[src/rtl/stopwatch_pkg.sv]
// Shared types and constants for the stopwatch BCD counter.
//   sw_state_t   : control FSM state encoding
//   BCD_MAX      : last value of a decimal digit (9)
//   TENS_SEC_MAX : last value of the tens-of-seconds digit (5)
package stopwatch_pkg;

  typedef enum logic [1:0] {
    IDLE  = 2'd0,
    RUN   = 2'd1,
    PAUSE = 2'd2
  } sw_state_t;

  localparam logic [3:0] BCD_MAX      = 4'd9;
  localparam logic [3:0] TENS_SEC_MAX = 4'd5;

endpackage

[src/rtl/bcd_digit_counter.sv]
// One BCD digit of the stopwatch. Counts 0..MAX on inc and wraps to 0,
// raising carry in the same cycle so the next digit advances together.
// Ports:
//   clk, rst_n : clock, asynchronous active-low reset
//   clr        : synchronous clear to 0 (wins over inc)
//   inc        : advance by one this cycle
//   digit[3:0] : current digit value
//   carry      : inc & (digit == MAX)
module bcd_digit_counter
  import stopwatch_pkg::*;
#(
  parameter logic [3:0] MAX = BCD_MAX
) (
  input  logic       clk,
  input  logic       rst_n,
  input  logic       clr,
  input  logic       inc,
  output logic [3:0] digit,
  output logic       carry
);

  assign carry = inc & (digit == MAX);

  always_ff @(posedge clk or negedge rst_n) begin
    if (!rst_n) begin
      digit <= 4'd0;
    end else if (clr) begin
      digit <= 4'd0;
    end else if (inc) begin
      digit <= (digit == MAX) ? 4'd0 : digit + 4'd1;
    end
  end

endmodule

[src/rtl/stopwatch_bcd_counter.sv]
// Stopwatch time base and M:SS.T BCD digit counter feeding the 7-segment
// decoders. A prescaler produces a tick every TENTH_DIV cycles while running;
// each tick advances the four cascaded digits.
// Ports:
//   clk, rst_n       : clock, asynchronous active-low reset
//   start_stop       : start/stop request, acted on at its rising edge
//   clear            : synchronous level clear back to IDLE / 0:00.0
//   minutes, tens_seconds, ones_seconds, tenths_seconds : BCD digits
//   running          : high while in RUN
//   ovf              : overflow indication
// Build option STOPWATCH_WRAP_EN:
//   defined   -> 9:59.9 + tick wraps to 0:00.0, stays in RUN, ovf one-cycle pulse
//   undefined -> count holds at 9:59.9, FSM pauses, ovf sticky; start_stop is
//                ignored until clear or reset
//
// state | meaning
// IDLE  | cleared, digits 0:00.0, prescaler 0
// RUN   | prescaler counting, digits advance on tick
// PAUSE | prescaler and digits frozen (partial tenth kept)
module stopwatch_bcd_counter
  import stopwatch_pkg::*;
#(
  parameter int TENTH_DIV = 10_000_000,
  parameter int PRESC_W   = 24
) (
  input  logic       clk,
  input  logic       rst_n,
  input  logic       start_stop,
  input  logic       clear,
  output logic [3:0] minutes,
  output logic [3:0] tens_seconds,
  output logic [3:0] ones_seconds,
  output logic [3:0] tenths_seconds,
  output logic       running,
  output logic       ovf
);

  localparam logic [PRESC_W-1:0] PRESC_TC = PRESC_W'(TENTH_DIV - 1);

  sw_state_t          state, next_state;
  logic               start_stop_q;
  logic               ss_edge;
  logic [PRESC_W-1:0] presc;
  logic               tick;
  logic               at_max;
  logic               terminal;
  logic               tenths_inc;
  logic               c_tenths, c_ones, c_tens;
  logic               min_carry_unused;

  assign ss_edge  = start_stop & ~start_stop_q;
  assign tick     = (state == RUN) && (presc == PRESC_TC);
  assign at_max   = (tenths_seconds == BCD_MAX) && (ones_seconds == BCD_MAX) &&
                    (tens_seconds == TENS_SEC_MAX) && (minutes == BCD_MAX);
  assign terminal = tick & at_max;

`ifdef STOPWATCH_WRAP_EN
  assign tenths_inc = tick & ~clear;
`else
  // The terminal tick must not roll the digits; they hold at 9:59.9.
  assign tenths_inc = tick & ~clear & ~at_max;
`endif

  always_comb begin
    next_state = state;
    if (clear) begin
      next_state = IDLE;
    end else begin
      case (state)
        IDLE:  if (ss_edge) next_state = RUN;
`ifdef STOPWATCH_WRAP_EN
        RUN:   if (ss_edge) next_state = PAUSE;
        PAUSE: if (ss_edge) next_state = RUN;
`else
        RUN:   if (terminal || ss_edge) next_state = PAUSE;
        PAUSE: if (ss_edge && !ovf) next_state = RUN;
`endif
        default: next_state = IDLE;
      endcase
    end
  end

  always_ff @(posedge clk or negedge rst_n) begin
    if (!rst_n) begin
      state        <= IDLE;
      start_stop_q <= 1'b0;
      running      <= 1'b0;
      presc        <= '0;
      ovf          <= 1'b0;
    end else begin
      state        <= next_state;
      start_stop_q <= start_stop;
      running      <= (next_state == RUN);

      if (clear || state == IDLE) begin
        presc <= '0;
      end else if (state == RUN) begin
        presc <= tick ? '0 : presc + 1'b1;
      end

`ifdef STOPWATCH_WRAP_EN
      ovf <= terminal & ~clear;
`else
      if (clear) begin
        ovf <= 1'b0;
      end else if (terminal) begin
        ovf <= 1'b1;
      end
`endif
    end
  end

  bcd_digit_counter #(.MAX(BCD_MAX)) u_tenths (
    .clk(clk), .rst_n(rst_n), .clr(clear), .inc(tenths_inc),
    .digit(tenths_seconds), .carry(c_tenths)
  );

  bcd_digit_counter #(.MAX(BCD_MAX)) u_ones (
    .clk(clk), .rst_n(rst_n), .clr(clear), .inc(c_tenths),
    .digit(ones_seconds), .carry(c_ones)
  );

  bcd_digit_counter #(.MAX(TENS_SEC_MAX)) u_tens (
    .clk(clk), .rst_n(rst_n), .clr(clear), .inc(c_ones),
    .digit(tens_seconds), .carry(c_tens)
  );

  // Minutes carry-out has no consumer; terminal count is decoded from at_max.
  bcd_digit_counter #(.MAX(BCD_MAX)) u_minutes (
    .clk(clk), .rst_n(rst_n), .clr(clear), .inc(c_tens),
    .digit(minutes), .carry(min_carry_unused)
  );

endmodule
[config.mk]
export PLATFORM = sky130hd
export DESIGN_NAME = stopwatch_bcd_counter
export DESIGN_NICKNAME = d
export VERILOG_FILES = /design/src/rtl/stopwatch_pkg.sv /design/src/rtl/bcd_digit_counter.sv /design/src/rtl/stopwatch_bcd_counter.sv
export SDC_FILE = /design/constraint.sdc
export NUM_CORES = 1
export LEC_CHECK = 0
export CAP_MARGIN = 25
export CORE_UTILIZATION = 45
export CTS_BUF_LIST = sky130_fd_sc_hd__clkbuf_16
export DETAILED_ROUTE_END_ITERATION = 7
export DONT_BUFFER_PORTS = 1
export GPL_TIMING_DRIVEN = 0
export PLACE_DENSITY = 0.58
export SYNTH_ARGS = -nofsm -noshare
export SYNTH_HDL_FRONTEND = slang
export SYNTH_SLANG_ARGS = --single-unit
[constraint.sdc]
create_clock -name clk -period 3.18 [get_ports clk]
set_clock_uncertainty 0.15 [all_clocks]
set_input_delay 0.636 -clock clk [delete_from_list [all_inputs] [get_ports clk]]
set_output_delay 0.636 -clock clk [all_outputs]
set_load 0.1 [all_outputs]
==> results of run 1 <==
[timing repair]
item	4_1_cts	5_1_grt
hold buffers	1	0
gates resized for setup	5	6
setup endpoints to repair	13	7
endpoints found under the hold margin	45	0
[power groups by stage]
stage / registers (uW) / logic [uW] / clock network [uW]
after floorplan: 614 / 22.9 / 0
after global placement: 615 / 29.8 / 0
after detailed placement: 615 / 30.0 / 0
after CTS: 604 / 46.2 / 597
after global routing: 604 / 51.5 / 614
final: 604 / 44.2 / 576
[placed cells by master, fill, tap and decap left out, drive strengths merged, types with 5 or more instances in the layout]
| master | synthesis | final |
|---|---|---|
| a21oi | 13 | 13 |
| a31oi | 5 | 5 |
| and3 | 5 | 5 |
| clkbuf | 7 | 12 |
| dfrtp | 45 | 45 |
| ha | 9 | 9 |
| inv | 10 | 11 |
| nand2 | 25 | 25 |
| nand3 | 14 | 14 |
| nand3b | 6 | 6 |
| nand4 | 11 | 11 |
| nor2 | 36 | 36 |
| nor3 | 7 | 7 |
| o21ai | 11 | 11 |
| xnor2 | 8 | 8 |
| xor2 | 8 | 8 |
[worst reg2reg max path, delay by kind of cell, from the launching register on]
kind	cells	cell delay, ns
buffers and inverters	1	0.20
AOI/OAI and AO/OA	1	0.15
and+or+nand+nor	4	2.02
DFF	1	0.44
[Yosys cell counts (4+ instances only)]
master | instances | area share (%)
dfrtp_1 | 45 | 45
nor3_1 | 7 | 1.4
nand2_1 | 25 | 3.8
and3_1 | 5 | 1.3
nor4_1 | 4 | 1.0
nand3_1 | 14 | 2.8
nand3b_1 | 6 | 1.8
o21ai_0 | 11 | 2.2
inv_1 | 10 | 1.5
clkbuf_1 | 7 | 1.1
nor2b_1 | 4 | 1.0
or3_1 | 4 | 1.0
nor2_1 | 36 | 5.4
ha_1 | 9 | 4.5
nand4_1 | 11 | 2.8
a31oi_1 | 5 | 1.3
nand2b_1 | 4 | 1.0
xnor2_1 | 8 | 2.8
xor2_1 | 8 | 2.8
a21oi_1 | 13 | 2.6
[stage by stage]
step           power (uW)  TNS (ns)  worst slack (ns)  std cells  hold slack, ns
4_1_cts              1250         0           0.00681        353          0.0488
3_5_place_dp          645    -0.388            -0.108        344           0.191
2_1_floorplan         637         0             0.148        273           0.190
5_1_grt              1270  -0.00836          -0.00836        353          0.0466
3_3_place_gp          644     -2.70            -0.312        343           0.191
6_report             1220         0             0.145        353          0.0367
[metal layers]
layer,global-route usage [%],share of wire (%)
met5,0,0
met4,7.50,1.4
met3,4.67,2.9
met2,35.5,48
met1,26.1,47
[sequential cells by signal, indices dropped and copies added (netlist names)]
| signal | flops |
|---|---|
| presc | 24 |
| u_minutes.digit | 4 |
| u_ones.digit | 4 |
| u_tens.digit | 4 |
| u_tenths.digit | 4 |
| state | 2 |
| ovf | 1 |
| running | 1 |
| start_stop_q | 1 |
[final timing paths]
path | to | startpoint | depth (start not counted) | slack, ns
max | u_tens.digit[1] | presc[11] | 6 | 0.15
min | u_tens.digit[3] | rst_n | 1 | 0.04
max reg2reg | u_tens.digit[1] | presc[11] | 6 | 0.15
min reg2reg | presc[23] | presc[23] | 1 | 0.38
max in group asynchronous | presc[11] | rst_n | 1 | 2.61
min in group clk | start_stop_q | start_stop | 0 | 0.23
[cell type report]
class	count	area share, %
Buffer	8	1.11
Clock buffer	5	4.45
Clock inverter	3	1.33
Inverter	10	1.33
Multi-Input combinational cell	210	47.1
Sequential cell	45	40.4
Tap cell	70	3.11
Timing Repair Buffer	2	1.16
[cells by family (layout without fill, tap and decap cells)]
family	after synthesis	count (layout)	synth area share, %
XOR/XNOR	16	16	5.60
adder cells (fa/ha/maj)	9	9	4.50
flip-flops	45	45	45.0
multiplexers	4	4	1.70
buffers and inverters	18	28	2.75
AND/OR/NAND/NOR	133	133	27.8
AO/OA/AOI/OAI	48	48	12.7
==> flow_metrics.py, run 1 <==
metrics = {
    "clocking": {
        "clk_pin_slew_worst_paths_ns": 0.06,
        "tritoncts": "yes",
        "clkLatencyLatePin_ns": 0.28,
        "cts-buffers-inserted": 5,
        "cts-root-buf": "clkbuf_16",
        "cts.path.max_buffers": 2,
        "cts_setup_buffers": 0,
        "htree_levels": 2,
        "clock-sinks": 45,
    },
    "cells_and_area": {
        "area_growth_pct": 12.5,
        "final_area_um2": 2810,
        "antenna_cells": 0,
        "final_core_util_pct": 53.7,
        "seq_area_um2": 1140,
        "fill_cells": 480,
        "multi_input_area_um2": 1330,
        "drive_above_1_share_pct": 9.89,
        "num-nets-final": 295,
    },
    "critical_path": {
        "crit_chain": "or4_1, or4_1, buf_2, or4_4, or4_1, a21oi_1",
        "critPathBufInv": 1,
        "critical_path.slowest_cell": "or4_4",
        "cpPeakStageDelay_ns": 0.53,
        "crit_type": "reg -> reg",
        "critPathTopFamily": "simple AND/OR/NAND/NOR gates",
        "cp_common_cell": "or4_1",
        "worst-path-max-fanout": 7,
        "critPathRequiredTime_ns": 3.23,
        "critPathLaunchType": "flop",
        "cp-end-kind": "flop",
        "arrival_ns": 3.09,
    },
    "routing": {
        "wl_per_cell_um": 15.3,
        "drt-initial-drc-count": 72,
        "drcViolationCount": 0,
        "vias": 1972,
        "drtAntennaViolNets": 0,
        "wirelength_um": 5410,
        "drtPass1Iterations": 4,
        "via_per_inst": 5.59,
    },
    "pwr": {
        "p_seq_share_pct": 49.4,
        "power_frac_comb_pct": 3.6,
        "powerDensity_nw_per_um2": 435,
        "pwr-share-clk_pct": 47.0,
        "ir_drop_v": 0.000280,
        "swShare_pct": 21.8,
        "internal_power_uw": 956,
        "total_leakage_power_uw": 0.00109,
        "p_sw_uw": 267,
    },
    "logic_synthesis": {
        "synth_flop_cell": "dfrtp_1",
        "ys_ff_latch": 45,
        "synth_cell_types": 47,
        "synth_fp_nets": 286,
        "async_flop_share_pct": 100,
        "ys_warn_count": 0,
        "syn-instance-count": 273,
        "synth_edf_count": 0,
        "yosysSeqAreaShare_pct": 45.0,
        "avgSynthCellArea_um2": 9.16,
        "syn_area_um2": 2500,
    },
    "timing": {
        "hold_violations": 0,
        "rsz0062_at_grt": "true",
        "worstMarginPinSlew_ns": 1.04,
        "fmax_ghz": 0.330,
        "drv_slew": 0,
        "period_share_pct": 95.4,
        "maxSlewHeadroom_pct": 30.6,
        "period_minus_slack_ns": 3.03,
        "setup_viol": 0,
    },
    "hold_path": {
        "hp-class": "in -> async",
    },
    "global_routing": {
        "grt_max_degree": 46,
        "grt_pass1_vias": 2009,
        "antenna_found_initial": 0,
        "grt_overflow_total": 0,
        "grt_first_pass_wirelength_um": 9650,
        "grtUsageTotal_pct": 21.0,
    },
    "die": {
        "die_width_um": 76.6,
        "num_rows": 26,
        "fp.dieArea_um2": 5860,
        "core_um2": 5240,
        "die_h_um": 76.6,
        "start_util_pct": 47.8,
        "ios": 22,
    },
    "placement": {
        "hpwlAfterDp_um": 3760,
        "dpl_cell_area_um2": 2590,
        "place_congestion": 0.813,
        "portBuffers": 0,
    },
    "status": {
        "outcome": "finished clean",
    },
    "job": {
        "drv_cap": 0,
    },
}
Note: power is estimated with default switching activity, not from simulation.
==> run 2, diff against run 1 <==
--- a/config.mk
+++ b/config.mk
@@ -8,6 +8,7 @@
 export CAP_MARGIN = 25
 export CORE_UTILIZATION = 45
 export CTS_BUF_LIST = sky130_fd_sc_hd__clkbuf_16
+export CTS_CLUSTER_SIZE = 28
 export DETAILED_ROUTE_END_ITERATION = 7
 export DONT_BUFFER_PORTS = 1
 export GPL_TIMING_DRIVEN = 0
==> results of run 2 <==
Final layout, timing and power as in run 1 (identical DEF).
==> run 3, diff against run 2 <==
--- a/config.mk
+++ b/config.mk
@@ -5,6 +5,7 @@
 export SDC_FILE = /design/constraint.sdc
 export NUM_CORES = 1
 export LEC_CHECK = 0
+export ABC_CLOCK_PERIOD_IN_PS = 3180
 export CAP_MARGIN = 25
 export CORE_UTILIZATION = 45
 export CTS_BUF_LIST = sky130_fd_sc_hd__clkbuf_16
@@ -12,7 +13,8 @@
 export DETAILED_ROUTE_END_ITERATION = 7
 export DONT_BUFFER_PORTS = 1
 export GPL_TIMING_DRIVEN = 0
-export PLACE_DENSITY = 0.58
+export PLACE_DENSITY_LB_ADDON = 0.25
 export SYNTH_ARGS = -nofsm -noshare
 export SYNTH_HDL_FRONTEND = slang
+export SYNTH_HIERARCHICAL = 1
 export SYNTH_SLANG_ARGS = --single-unit
==> flow_metrics.py, run 3 <==
metrics = {
    "status": {
        "outcome": "finished, violations left",
        "violations": "negative setup slack",
    },
    "global_routing": {
        "grt_overflow_total": 0,
        "busiest_layer": "met2",
        "grtUsageTotal_pct": 20.8,
        "grt_max_degree": 46,
        "use_met2_pct": 34.5,
        "grt_first_pass_wirelength_um": 9910,
        "grtUsageMet3_pct": 6.12,
        "antenna_found_initial": 0,
        "met1_usage_pct": 26.0,
        "grt_pass1_vias": 2119,
    },
    "hold_path": {
        "hp-class": "in -> async",
    },
    "clocking": {
        "htree_levels": 2,
        "clkLatencyLatePin_ns": 0.28,
        "clk_pin_slew_worst_paths_ns": 0.06,
        "cts.path.max_buffers": 2,
        "cts-root-buf": "clkbuf_16",
        "clock-sinks": 45,
        "tritoncts": "yes",
        "cts-buffers-inserted": 5,
    },
    "die": {
        "core_um2": 5510,
        "fp.dieArea_um2": 6030,
        "ios": 22,
        "die_h_um": 77.6,
        "start_util_pct": 46.8,
        "num_rows": 27,
        "die_width_um": 77.6,
    },
    "cells_and_area": {
        "largest_reg_flops": 24,
        "antenna_cells": 0,
        "num-nets-final": 323,
        "largest_register": "presc",
        "final_cell_count_no_fill": 382,
        "layout_common_cells": "42 x dfrtp_1, 33 x nor2_1, 28 x nand2_1",
        "area_growth_pct": 17.9,
        "final_common_cell": "dfrtp_1",
        "drive_above_1_share_pct": 18.1,
    },
    "critical_path": {
        "critPathLaunchType": "flop",
        "critPathRequiredTime_ns": 3.24,
        "regToRegStartpoint": "presc[13]",
        "crit_path_start": "presc[13]",
        "cp-end-kind": "flop",
        "worst-path-max-fanout": 5,
        "crit_chain": "or4b_1, or4_4, or2_4, nor3b_4, inv_2, nor2_4, inv_2, nor2_4, and4_4, and4b_2, o21ai_2, a21oi_1",
        "regToRegSetupSlack_ns": -0.06,
        "crit_type": "reg -> reg",
        "cpPeakStageDelay_ns": 0.54,
        "arrival_ns": 3.30,
        "critical_path.slowest_cell": "or4_4",
    },
    "logic_synthesis": {
        "ys_warn_count": 6,
        "avgSynthCellArea_um2": 9.20,
        "syn_area_um2": 2570,
        "synth_fp_nets": 293,
        "syn-instance-count": 280,
    },
    "routing": {
        "drtAntennaViolNets": 0,
        "vias": 2188,
        "drt-initial-drc-count": 98,
        "via_per_inst": 5.73,
        "wl_per_cell_um": 15.3,
        "drtPass1Iterations": 4,
        "wirelength_um": 5830,
        "drcViolationCount": 0,
    },
    "pwr": {
        "powerDensity_nw_per_um2": 366,
        "finalPower_uw": 1110,
        "ir_drop_v": 0.000210,
        "total_leakage_power_uw": 0.00114,
    },
    "timing": {
        "period_minus_slack_ns": 3.24,
        "fmax_ghz": 0.309,
        "rsz0062_at_grt": "true",
        "setup_viol": 5,
        "hold_violations": 0,
        "drv_slew": 0,
        "worstMarginPinSlew_ns": 1.06,
        "hold-worst-slack_ns": 0.0415,
        "worst_slack_ns": -0.0577,
        "maxSlewHeadroom_pct": 29.6,
        "fin_tns_setup_ns": -0.138,
        "period_share_pct": 102,
    },
    "placement": {
        "pre_cts_ws_ns": -0.419,
        "place_congestion": 0.844,
        "portBuffers": 0,
        "hpwlAfterDp_um": 3740,
        "dp.cells": 352,
    },
    "job": {
        "drv_cap": 0,
    },
}
[run 3: final timing paths]
path,to,cells past startpoint
worst max-delay path,u_minutes/digit[3],12
worst min-delay path,u_tens/digit[3],1
worst max register to register,u_minutes/digit[3],12
worst min register to register,presc[23],1
max in group asynchronous,presc[7],1
min in group clk,start_stop_q,0
[run 3: timing repair]
| action | 4_1_cts | 5_1_grt |
|---|---|---|
| gates resized for setup | 2 | 5 |
| setup buffers | 15 | 8 |
| endpoints found under the setup margin | 6 | 7 |
| pin swaps | 8 | 9 |
| hold buffers | 1 | 0 |
| hold endpoints to repair | 45 | 0 |
[run 3: area by class of cell]
class                   instances  area [um^2]
fillers                       474         2470
inverters                      11         41.3
well taps                      72         90.1
plain buffers                   4         18.8
flip-flops and latches         45         1130
repair buffers                 23          196
clock buffers                   5          125
multi-input cells             220         1430
clock inverters                 2         7.51
[run 3: power breakdown]
part           leakage, uW  internal [uW]  total (uW)  switching, uW
sequential        0.000620            576         586           10.2
combinational     0.000456           12.0        40.7           28.6
clock            0.0000685            281         484            203
total              0.00114            869        1110            241
[run 3: through the flow]
stage | cell area [um^2] | utilization [%]
2_1_floorplan | 2600 | -
3_3_place_gp | 2690 | 48.9
3_5_place_dp | 2690 | 48.9
4_1_cts | 2970 | 53.9
5_1_grt | 3040 | 55.1
6_report | 3040 | 55.1
[run 3: layer usage]
| metal | up-vias | share of wire, % |
|---|---|---|
| met5 | - | 0 |
| met4 | 0 | 1.6 |
| met3 | 13 | 4.3 |
| met2 | 45 | 47 |
| met1 | 1054 | 47 |
| li1 | 1076 | - |
[run 3: critical path: cells and delay by family (launching register included)]
family,cells,cell delay (ns)
DFF,1,0.39
buffers and inverters,2,0.13
and+or+nand+nor,8,2.26
AOI/OAI and AO/OA,2,0.23
